## src/rtl/xup_debounce6_pkg.sv

```systemverilog
// Shared constants and the counter-width helper for the six-channel debouncer.
// The helper backs the elaboration-time sizing check in the top.
package xup_debounce_pkg;

  localparam int NUM_CH                = 6;
  localparam int DEFAULT_STABLE_CYCLES = 1000000;
  localparam int MAX_STABLE_CYCLES     = (1 << 24) - 1;

  // Smallest w with 2^w > n, i.e. enough bits to hold the value n.
  function automatic int min_cnt_w(input int n);
    int w;
    w = 1;
    for (int i = 0; i < 31; i++) begin
      if ((longint'(1) << w) <= longint'(n)) w++;
    end
    return w;
  endfunction

endpackage

```

## src/rtl/xup_debounce6_ch.sv

```systemverilog
// One debounce channel: two-flop synchronizer, stability counter and
// registered level/edge outputs. flip is the combinational "db updates now" term.
module xup_debounce_ch
  import xup_debounce_pkg::*;
#(
  parameter int STABLE_CYCLES = DEFAULT_STABLE_CYCLES,
  parameter int CNT_W         = 24
) (
  input  logic clk,
  input  logic reset,
  input  logic raw,
  output logic db,
  output logic rise,
  output logic fall,
  output logic flip
);

  localparam logic [CNT_W-1:0] LAST = CNT_W'(STABLE_CYCLES - 1);

  logic             s1;
  logic             s2;
  logic [CNT_W-1:0] cnt;
  logic             mismatch;

  assign mismatch = s2 ^ db;
  assign flip     = mismatch && (cnt == LAST);

  always_ff @(posedge clk or posedge reset) begin
    if (reset) begin
      s1   <= 1'b0;
      s2   <= 1'b0;
      cnt  <= '0;
      db   <= 1'b0;
      rise <= 1'b0;
      fall <= 1'b0;
    end else begin
      s1   <= raw;
      s2   <= s1;
      rise <= flip & s2;
      fall <= flip & ~s2;
      // Any agreement with db discards the partial count, so short glitches never land.
      if (!mismatch) begin
        cnt <= '0;
      end else if (flip) begin
        cnt <= '0;
        db  <= s2;
      end else begin
        cnt <= cnt + CNT_W'(1);
      end
    end
  end

endmodule

```

## src/rtl/xup_debounce6.sv

```systemverilog
// Six independent debounce channels for Basys3 buttons/switches, plus a
// registered strobe that pulses whenever any channel's level changes.
module xup_debounce6
  import xup_debounce_pkg::*;
#(
  parameter int STABLE_CYCLES = DEFAULT_STABLE_CYCLES,
  parameter int CNT_W         = 24
) (
  input  logic                clk,
  input  logic                reset,
  input  logic [NUM_CH-1:0]   raw,
  output logic [NUM_CH-1:0]   db,
  output logic [NUM_CH-1:0]   rise,
  output logic [NUM_CH-1:0]   fall,
  output logic                changed
);

  if (STABLE_CYCLES < 1 || STABLE_CYCLES > MAX_STABLE_CYCLES) begin : g_bad_stable
    $fatal(1, "xup_debounce6: STABLE_CYCLES out of range 1..2^24-1");
  end
  if (CNT_W < min_cnt_w(STABLE_CYCLES)) begin : g_bad_cnt_w
    $fatal(1, "xup_debounce6: CNT_W too narrow for STABLE_CYCLES");
  end

  logic [NUM_CH-1:0] flip;

  for (genvar i = 0; i < NUM_CH; i++) begin : g_ch
    xup_debounce_ch #(
      .STABLE_CYCLES(STABLE_CYCLES),
      .CNT_W        (CNT_W)
    ) u_ch (
      .clk  (clk),
      .reset(reset),
      .raw  (raw[i]),
      .db   (db[i]),
      .rise (rise[i]),
      .fall (fall[i]),
      .flip (flip[i])
    );
  end

  // Registered from the same flip terms that load rise/fall, so it lines up with them.
  always_ff @(posedge clk or posedge reset) begin
    if (reset) changed <= 1'b0;
    else       changed <= |flip;
  end

endmodule

```

## config.mk

```make
export PLATFORM = sky130hd
export DESIGN_NAME = xup_debounce6
export DESIGN_NICKNAME = d
export VERILOG_FILES = /design/src/rtl/xup_debounce6_pkg.sv /design/src/rtl/xup_debounce6_ch.sv /design/src/rtl/xup_debounce6.sv
export SDC_FILE = /design/constraint.sdc
export NUM_CORES = 1
export LEC_CHECK = 0
export BUFFER_PORTS_ARGS = -buffer_cell sky130_fd_sc_hd__buf_4
export CAP_MARGIN = 20
export CORE_MARGIN = 5
export CORE_UTILIZATION = 55
export DETAILED_ROUTE_END_ITERATION = 16
export PLACE_DENSITY = 0.75
export SYNTH_ARGS = -nofsm -noshare
export SYNTH_HDL_FRONTEND = slang
export SYNTH_SLANG_ARGS = --single-unit
```

## constraint.sdc

```tcl
create_clock -name clk -period 4.98 [get_ports clk]
set_input_delay 0.498 -clock clk [delete_from_list [all_inputs] [get_ports clk]]
set_output_delay 0.498 -clock clk [all_outputs]
set_load 0.03 [all_outputs]
```

Yosys cells after proc, flatten, opt, wreduce, memory -nomap -nowiden --
Index checks and enable logic that the tools add are counted.
Word-level totals: bits in registers 175, output and inout bits 19, word-level logic and storage cells 98
Cells by class: add/sub/neg operators 6, equality and inequality tests 6, mux-type cells 12, bitwise gates (word level) 24, reduce and logical (&&, ||, !) cells 13
Operator list (number):
- 2-to-1 mux 24 bit | 12
- adder 24 x 1 -> 24 bit (second input constant) | 6
- == test 24 x 20 -> 1 bit (second input constant) | 6
- AND 1 bit | 12
- AND reduction 2 bit | 6
- logical AND 1 bit | 6
- NOT 1 bit | 6
- OR reduction 6 bit | 1
- XOR 1 bit | 6

Longest topological paths before layout --
word-level depth 4, depth in mapped cells 7

By module --
From an unflattened synthesis, not the netlist that was laid out.
Second synthesis, totals: cells, all modules 857, area total of the unflattened synthesis 8413.1 sq um
By module, submodules not included:
- xup_debounce_ch | times used 6, cells each 142, area an instance 1395.1 sq um
- xup_debounce6 | times used 1, cells each 5, area an instance 42.5 sq um

Worst setup path before layout --
No wires, ideal clock.
kind reg-to-reg, from register g_ch[0].u_ch.cnt[15], to register g_ch[0].u_ch.db, library setup time 0.125 ns, data arrival time 1.664 ns, data required time 4.855 ns, slack 3.192 ns, cell stages (with the launch flop) 5, path through dfrtp_1 > or4b_4 > nand2b_1 > nor4_4 > mux2_2
On the way: longest elaborated chain between the ends 3
Ends and longest elaborated chain:
- start, declared | line xup_debounce6_ch.sv:22 | logic [CNT_W-1:0] cnt;
- start signal, assigned | line xup_debounce6_ch.sv:48 | cnt <= cnt + CNT_W'(1);
- == test 24 x 20 -> 1 bit | line xup_debounce6_ch.sv:26 | assign flip = mismatch && (cnt == LAST);
- logical AND 1 bit | line xup_debounce6_ch.sv:26
- AND reduction 2 bit (no source line)
- end signal, assigned | line xup_debounce6_ch.sv:33 | db <= 1'b0;
- end signal, assigned | line xup_debounce6_ch.sv:46 | db <= s2;
- end, declared | line xup_debounce6_ch.sv:12 | output logic db,
Every way passes these cells. A chain may end at the register's enable or synchronous reset.

Final worst setup path --
from register g_ch[5].u_ch.cnt[20], to register g_ch[5].u_ch.cnt[12]
On the way: longest elaborated chain between the ends 4
Ends and longest elaborated chain:
- start, declared | line xup_debounce6_ch.sv:22
- start signal, assigned | line xup_debounce6_ch.sv:48
- == test 24 x 20 -> 1 bit | line xup_debounce6_ch.sv:26
- logical AND 1 bit | line xup_debounce6_ch.sv:26
- 2-to-1 mux 24 bit | line xup_debounce6_ch.sv:44 | end else if (flip) begin
- 2-to-1 mux 24 bit | line xup_debounce6_ch.sv:42 | if (!mismatch) begin
Every way passes these cells.

==> flow_summary.toml <==
[floorplanning]
initial_core_util_pct = 55.4
fp.dieArea_um2 = 17700
core_area_um2 = 15000
die_width_um = 133
ios = 27
rows = 45
die_h_um = 133

[worst_setup_path]
crit_chain = "or4b_1, nor4_2, or2_1, nor2_1"
slowest_delay_ns = 0.64
crit_type = "register to register"
critPathRequiredTime_ns = 5.26
crit_family = "simple AND/OR/NAND/NOR gates"
crit_fanout = 23
arrival_ns = 2.48
cp-end-kind = "register"
startpoint_type = "register"
worst_path_max_delay_cell = "or2_1"
worst-path-buf-inv = 0

[grt]
grt_start_max_net_pins = 176
grt_pass1_wl_mm = 26.1
gr-total-overflow = 0
gr-usage-all-layers_pct = 18.0
antenna_found_initial = 0
grt_pass1_vias = 5502

[flow_run]
drv_cap = 0

[logic_synthesis]
ys_seq_area_share_pct = 52.7
ys_ff_latch = 175
ys_async_sr_fraction_pct = 100
synth-main-ff-cell = "dfrtp_1"
syn_nets = 822
yosys_warnings = 0
syn_area_per_cell_um2 = 10.3
synth.distinct_cells = 43
synth_enable_flop_cells = 0
netlist_area_um2 = 8300
syn_inst = 808

[placement]
place_congestion = 0.817
dpl.hpwl_mm = 9.55
io_buffers = 26
place_ws_ns = 2.76

[timing]
fin_hold_ws_ns = 0.173
slew_viol_final = 0
worstMarginPinSlew_ns = 0.922
setup_tns_ns = 0
setup_viol = 0
finalCritPeriodShare_pct = 44.1
setup_slack_ns = 2.78
fin_crit_ns = 2.20
rsz0062_at_grt = "no"
fmax_mhz = 455
relSlewSlack_pct = 38.6
hold_viol = 0
final.setup_skew_ns = 0.00639

[clock_network]
cts_resized = 0
worstSkewPairLatency_ns = 0.43
htree_levels = 4
cts_hold_buf = 0
cts_buffer_depth = 2
postCtsSetupRepairBufs = 0
clockRootBuffer = "clkbuf_16"
clkTransAtPathRegs_ns = 0.06
cts-buffers-inserted = 17
cts_num_sinks = 175
cts_tree = "built"

[drt]
drt_iter0_markers = 390
num_vias = 5513
antenna_left = 0
routedWlPerCell_um = 14.2
drt_first_pass_iters = 5
routed_wl_mm = 14.5
drc_errors = 0
viasPerCell = 5.41

[power]
leakagePower_nw = 4.17
power_mw = 2.97
p_per_area_nw_per_um2 = 324
vdd_drop_max_mv = 0.260

[cells_and_area]
diodes = 0
area_growth_pct = 10.4
layout_commonest_cell = "dfrtp_1"
nets = 832
final_cell_mix = "175 x dfrtp_1, 168 x nor2_1, 101 x xor2_1"
drive_gt1_share_pct = 9.87

[min_path]
hold_path_class = "input port to register"

[status]
status = "finished clean"
-- flip-flops by register name, indices dropped and copies added (netlist names) --
| register | flops |
|---|---|
| g_ch.u_ch.cnt | 144 |
| g_ch.u_ch.db | 6 |
| g_ch.u_ch.fall | 6 |
| g_ch.u_ch.rise | 6 |
| g_ch.u_ch.s1 | 6 |
| g_ch.u_ch.s2 | 6 |
| changed | 1 |
-- logic make-up (layout without fill, tap and decap cells) --
logic type / Yosys count / in the layout / synth area share, %
AOI/OAI and AO/OA: 6 / 6 / 0.829
xor gates and xnor gates: 138 / 138 / 14.6
adders and majority gates: 6 / 6 / 0.904
buffers and inverters: 52 / 75 / 3.74
DFF: 175 / 175 / 52.7
muxes: 4 / 4 / 0.542
and+or+nand+nor: 427 / 427 / 26.7
-- routing by layer --
metal  global-route usage, %  up-vias  share of wire (%)  wire, um
met4                    4.91        0                1.0       146
met1                    25.4     2660                 48      7010
met2                    27.6       87                 46      6660
li1                        -     2753                  -         -
met5                       0        -                  0         0
met3                    4.83       13                4.5       647
-- layout make-up --
cell class | count | area, um2
Clock buffer | 21 | 470
Clock inverter | 11 | 178
Fill cell | 1197 | 5810
Inverter | 14 | 56.3
Multi-Input combinational cell | 581 | 3610
Sequential cell | 175 | 4380
Tap cell | 188 | 235
Timing Repair Buffer | 29 | 230
-- stage by stage --
step           std cells  instance area, um2  util [%]
2_1_floorplan        808                8310         -
3_3_place_gp         987                8520      56.9
5_1_grt             1019                9160      61.2
3_5_place_dp         987                8520      56.9
4_1_cts             1019                9160      61.2
6_report            1019                9160      61.2
-- report_power, final --
| part | internal, mW | switching (mW) | total (mW) |
|---|---|---|---|
| combinational | 0.0215 | 0.0578 | 0.0793 |
| clock | 0.886 | 0.548 | 1.43 |
| sequential | 1.44 | 0.0180 | 1.46 |
-- cell usage after synthesis, types with 12 or more instances --
cell | count | share of area [%]
and3_1 | 27 | 2.0
and4_1 | 16 | 1.7
buf_4 | 25 | 2.3
dfrtp_1 | 175 | 53
inv_1 | 14 | 0.63
nand2_1 | 45 | 2.0
nand3_1 | 61 | 3.7
nand4_1 | 41 | 3.1
nor2_1 | 168 | 7.6
nor3_1 | 16 | 0.96
nor4_1 | 12 | 0.90
xnor2_1 | 37 | 3.9
xor2_1 | 101 | 11
-- final timing paths --
kind                                       from              endpoint  slack (ns)  depth (start not counted)
hold reg to reg                 g_ch[0].u_ch.s1       g_ch[0].u_ch.s2        0.35                          0
setup reg to reg           g_ch[5].u_ch.cnt[20]  g_ch[5].u_ch.cnt[12]        2.78                          4
hold / removal                           raw[1]       g_ch[1].u_ch.s1        0.17                          1
min in group asynchronous                 reset       g_ch[4].u_ch.s1        0.32                          3
max in group asynchronous                 reset  g_ch[5].u_ch.cnt[16]        3.95                          3
setup / recovery           g_ch[5].u_ch.cnt[20]  g_ch[5].u_ch.cnt[12]        2.78                          4
Power figures use the tool's default switching activity.
